File: config.mk
export PLATFORM = sky130hd
export DESIGN_NAME = sensor_conditioner
export DESIGN_NICKNAME = d
export VERILOG_FILES = /design/src/rtl/sensor_conditioner.sv
export SDC_FILE = /design/constraint.sdc
export NUM_CORES = 1
export LEC_CHECK = 0
export ABC_AREA = 1
export BUFFER_PORTS_ARGS = -buffer_cell sky130_fd_sc_hd__buf_2
export CELL_PAD_IN_SITES_DETAIL_PLACEMENT = 0
export CELL_PAD_IN_SITES_GLOBAL_PLACEMENT = 2
export CORE_UTILIZATION = 39
export DETAILED_ROUTE_END_ITERATION = 10
export HOLD_SLACK_MARGIN = 0.1
export PLACE_DENSITY_LB_ADDON = 0.3
export REMOVE_ABC_BUFFERS = 1
export SYNTH_ARGS = -nofsm -noshare
export SYNTH_HDL_FRONTEND = slang
export SYNTH_SLANG_ARGS = --single-unit
File: constraint.sdc
create_clock -name clk -period 2.5 [get_ports clk]
set_input_delay 0.5 -clock clk [delete_from_list [all_inputs] [get_ports clk]]
set_output_delay 0.5 -clock clk [all_outputs]
set_load 0.02 [all_outputs]
File: src/rtl/sensor_conditioner.sv
// Conditions two raw, bouncy presence sensors into clean levels, one-shot edge
// pulses that never coincide, and stuck-high flags.
module sensor_conditioner #(
  parameter int DB_CYCLES    = 16,
  parameter int STUCK_CYCLES = 1024
) (
  input  logic clk,
  input  logic rst,
  input  logic sen1,
  input  logic sen2,
  output logic enter_p,
  output logic exit_p,
  output logic sen1_clean,
  output logic sen2_clean,
  output logic stuck1,
  output logic stuck2
);

  localparam logic [4:0]  DB_LAST   = 5'(DB_CYCLES - 1);
  localparam logic [10:0] STUCK_MAX = 11'(STUCK_CYCLES);

  // Bit 0 is the entry channel (sen1), bit 1 the exit channel (sen2).
  logic [1:0]  meta;
  logic [1:0]  sync;
  logic [1:0]  clean;
  logic [1:0]  clean_q;
  logic [1:0]  rise;
  logic [1:0]  stuck;
  logic [4:0]  db_cnt  [2];
  logic [10:0] st_cnt  [2];
  logic [10:0] st_next [2];
  logic        pending;

  // NOTE: every always_comb output gets a default before any condition, so no latch can be inferred.
  always_comb begin
    rise = clean & ~clean_q;
    for (int i = 0; i < 2; i++) begin
      st_next[i] = '0;
      if (clean[i]) begin
        st_next[i] = (st_cnt[i] == STUCK_MAX) ? st_cnt[i] : st_cnt[i] + 11'd1;
      end
    end
  end

  // NOTE: state uses non-blocking assignments only; the synchronizer is reset as
  // well, so a sensor already high at release is treated as a fresh rising edge.
  always_ff @(posedge clk or posedge rst) begin
    if (rst) begin
      meta    <= '0;
      sync    <= '0;
      clean   <= '0;
      clean_q <= '0;
      stuck   <= '0;
      pending <= 1'b0;
      enter_p <= 1'b0;
      exit_p  <= 1'b0;
      for (int i = 0; i < 2; i++) begin
        db_cnt[i] <= '0;
        st_cnt[i] <= '0;
      end
    end else begin
      meta    <= {sen2, sen1};
      sync    <= meta;
      clean_q <= clean;
      for (int i = 0; i < 2; i++) begin
        if (sync[i] == clean[i]) begin
          db_cnt[i] <= '0;
        end else if (db_cnt[i] == DB_LAST) begin
          clean[i]  <= sync[i];
          db_cnt[i] <= '0;
        end else begin
          db_cnt[i] <= db_cnt[i] + 5'd1;
        end
        st_cnt[i] <= st_next[i];
        stuck[i]  <= (st_next[i] == STUCK_MAX);
      end
      // On a simultaneous rise the entry wins; the exit is deferred by one cycle.
      enter_p <= rise[0];
      exit_p  <= pending | (rise[1] & ~rise[0]);
      pending <= rise[0] & rise[1];
    end
  end

  assign sen1_clean = clean[0];
  assign sen2_clean = clean[1];
  assign stuck1     = stuck[0];
  assign stuck2     = stuck[1];

endmodule

* Word level (Yosys, flattened, before mapping)
Cells that the tools add are included.
Cells by class: eq/ne operators 8, $mul 0, shifts and indexed selects 0, order comparisons 0, bitwise operators 8, reduce and logical (&&, ||, !) cells 2, divide/modulo/power cells 0, multiplexer cells 8, add/sub/neg operators 4
Operator list (number):
- 11-bit == test, second input constant | 4
- 11-bit two-way mux | 4
- 11-bit by 1-bit adder with 11-bit output, second input constant | 2
- 5-bit two-way mux | 4
- 5-bit by 1-bit adder with 5-bit output, second input constant | 2
- 5-bit by 4-bit == test with 1-bit output, second input constant | 2
- 2-bit AND reduction | 2
- 1-bit NOT | 3
- 1-bit bitwise AND | 2
- 2-bit bitwise AND | 1
- 1-bit == test | 2
- 2-bit NOT | 1
- 1-bit OR | 1
Word-level totals: memory bits (read-only) 0, latch bits 0, bits in registers 45, input bits 4, bits in writable memories 0, logic and storage cells 43, memories kept 0

* Depth between registers and ports, before layout
depth after elaboration 5, depth in mapped cells 12, gate-level depth less buffers 12

* Least setup slack after synthesis
No wires, ideal clock.
kind register to register, from register st_cnt[0] (netlist name), to register stuck[1], setup time 69 ps, arrival 1349 ps, required time 2431 ps, path slack 1082 ps, buffers on the path 0, stages on the path, launching flop included 13, cell sequence dfrtp_1 inv_1 ha_1 inv_1 nor2_1 nand3_1 nor2_2 inv_1 a21oi_1 nor2_1 nor2_1 nand2_1 nor2_2
RTL lines:
- start: declaration | line 30 | logic [10:0] st_cnt [2];
- start signal: indexed assignment | line 74 | st_cnt[i] <= st_next[i];
- end signal: indexed assignment | line 75 | stuck[i] <= (st_next[i] == STUCK_MAX);
- end: declaration | line 28 | logic [1:0] stuck;

* Worst setup path after layout
from register clean[0], to output sen1_clean
RTL lines:
- start: declaration | line 25 | logic [1:0] clean;
- start signal: indexed assignment | line 69 | clean[i] <= sync[i];
- end: declaration | line 13 | output logic sen1_clean,
No word-level cell between the ends.

==> impl_metrics.json <==
{
  "cts_buffers": 5,
  "cp.required_ps": 2000,
  "grt_max_degree": 37,
  "cts.sinks": 45,
  "hold_ws_ps": 305,
  "post-dp-hpwl_um": 3170,
  "root_buffer": "clkbuf_8",
  "yosys-top-cells-area": "dfrtp_1 (50%), nand2_1 (9.0%), inv_1 (8.5%)",
  "dpl_cell_area_um2": 2380,
  "timing.setup.tns_ps": 0,
  "yosysMostFrequentCell": "nand2_1",
  "r2r-start": "st_cnt[0]$_DFF_PP0_",
  "final_cells": 366,
  "drt-vias-per-instance": 4.59,
  "io_pins": 10,
  "clockBufferDepth": 2,
  "hold_end": "meta[0]$_DFF_PP0_",
  "fmax_mhz": 594,
  "seqPwrFrac_pct": 55.2,
  "p_clk_share_pct": 42.2,
  "yosys_most_used_dff": "dfrtp_1",
  "timing.rr.end": "stuck[1]$_DFF_PP0_",
  "ys_types": 28,
  "pwr-share-comb_pct": 2.7,
  "critPathBufInv": 1,
  "switching_share_pct": 21.9,
  "wl_per_cell_um": 11.5,
  "crit_fanout": 13,
  "final_area_um2": 2510,
  "first_pass_iters": 4,
  "synth_common_cells": "nand2_1 (54), inv_1 (51), dfrtp_1 (45)",
  "final_util_pct": 45.3,
  "cp.arrival_ps": 1180,
  "cp_slowest_cell": "dfrtp_1",
  "worstHoldStart": "sen1",
  "yosys_warnings": 0,
  "vias": 1680,
  "clk_latency_ps": 300,
  "dieArea_um2": 6090,
  "grt_use_total_pct": 15.3,
  "synth_cells": 278,
  "critPathKind": "reg -> out",
  "cp-startpoint": "clean[0]$_DFFE_PP0P_",
  "cp_cell_sequence": "buf_2",
  "grt_pass1_vias": 1646,
  "slew_viol_final": 0,
  "synth_edf_count": 0,
  "numPlacedInstances": 357,
  "crit_path_start_kind": "register",
  "powerDensity_nw_per_um2": 539,
  "p_switching_uw": 295,
  "synth_area_um2": 2250,
  "setup_viol": 0,
  "leakagePower_uw": 0.00136,
  "initial_core_util_pct": 40.7,
  "reg2reg_depth": 12,
  "die_height_um": 78.0,
  "gp_congestion": 0.760,
  "antenna_found_initial": 0,
  "ctsHoldBuffers": 1,
  "clk_pin_slew_worst_paths_ps": 90,
  "hold_class": "in -> reg",
  "min_path_cells": 1,
  "hold_viol_final": 0,
  "fin_crit_ps": 1680,
  "area_growth_pct": 11.3,
  "final.period_utilization_pct": 67.3,
  "slew_headroom_pct": 69.3,
  "overflow": 0,
  "end_kind": "output port",
  "r2r_slack_ps": 860,
  "grt_pass1_wl_um": 7220,
  "ys_ff_latch": 45,
  "status": "complete, no violations",
  "cts_resized": 0,
  "core_area_um2": 5540,
  "yosys.area.top_type": "dfrtp_1",
  "num_antenna_cells": 0,
  "async_reset_ff_share_pct": 100,
  "drv_cap": 0,
  "wl_um": 4210,
  "vdd_ir_drop_max_mv": 0.386,
  "cts_setup_buffers": 0,
  "critPathMaxStageDelay_ps": 640,
  "p_int_uw": 1060,
  "drtIter0Drc": 67,
  "avgSynthCellArea_um2": 8.11,
  "worst_slew_pin_slew_ps": 461,
  "grt_setup_unrepaired": "no",
  "synth_top_area_share_pct": 49.9,
  "crit_family": "flip-flops",
  "placementRows": 27,
  "layout-drive-gt1-share_pct": 11.2,
  "seq_area_frac_synth_pct": 49.9,
  "finClkSkew_ps": 11.9,
  "final_nets": 303,
  "portBuffers": 9,
  "die_w_um": 78.0,
  "drcViolationCount": 0,
  "drtAntennaViolNets": 0,
  "cts_tree": "yes",
  "h-tree-depth": 2
}
==> cell type report <==
class	instances	area (um2)
multi-input combinational	178	916
fill	571	3030
inverter	52	195
clock buffer	5	68.8
timing repair buffer	11	62.6
sequential	45	1130
clock inverter	3	50.0
tap	72	90.1
==> power groups by stage <==
stage / clock [uW] / sequential [uW] / combinational [uW]
after floorplan: 0 / 759 / 25.2
after global placement: 0 / 760 / 36.3
after detailed placement: 0 / 760 / 36.2
after CTS: 592 / 746 / 37.6
after global routing: 616 / 747 / 43.6
final: 570 / 746 / 35.8
==> worst max path at each step <==
stage	endpoint	slack (ps)	cells past startpoint
6_report	sen1_clean	820	1
5_1_grt	stuck[1]$_DFF_PP0_	610	12
4_1_cts	sen2_clean	780	1
3_5_place_dp	stuck[1]$_DFF_PP0_	880	12
3_3_place_gp	stuck[1]$_DFF_PP0_	860	12
2_1_floorplan	clean[0]$_DFFE_PP0P_	940	1
==> sequential cells by signal (all words and copies together) (netlist names) <==
register	count
clean	2
clean_q	2
db_cnt	10
enter_p	1
exit_p	1
meta	2
pending	1
st_cnt	22
stuck	2
sync	2
==> placed cells by master (no fill, tap or decap), types with 2 or more instances in the layout <==
cell type  synthesis  routed
buf_2              2       9
o21bai_1           2       2
xor2_1             3       3
a21oi_1            9       9
nand2_2            3       3
o21ai_1            3       3
inv_2              1       2
o31ai_1            2       2
xnor2_1            3       3
nor2_1            37      37
o21ai_0            6       6
nand2_1           54      54
dfrtp_1           45      45
ha_1               6       6
o21bai_2           2       2
nor3_1             5       5
nor2_2             5       5
clkbuf_8           0       5
inv_1             51      50
nand3b_1           2       2
nand4_1            4       4
nand3_1           25      25
and3_1             2       2
==> layer usage <==
| layer | global-route usage (%) | wire (um) | up-vias | part of all wire, % |
|---|---|---|---|---|
| li1 | - | - | 895 | - |
| met4 | 4.44 | 35 | 0 | 0.83 |
| met3 | 3.49 | 80 | 4 | 1.9 |
| met5 | 0 | 0 | - | 0 |
| met1 | 21.5 | 2210 | 770 | 52 |
| met2 | 23.8 | 1890 | 11 | 45 |
==> cells by family after synthesis <==
logic type / Yosys count / synth area share, %
AOI/OAI and AO/OA: 24 / 6.33
DFF: 45 / 49.9
and+or+nand+nor: 142 / 28.6
buffers and inverters: 55 / 9.43
adders and majority gates: 6 / 3.33
xor gates and xnor gates: 6 / 2.33
==> through the flow <==
step / total power (uW) / worst slack, ps
after CTS: 1380 / 782
after global routing: 1410 / 610
after detailed placement: 796 / 883
after floorplan: 784 / 941
after global placement: 796 / 858
final: 1350 / 816
Note: power is estimated with default switching activity, not from simulation.
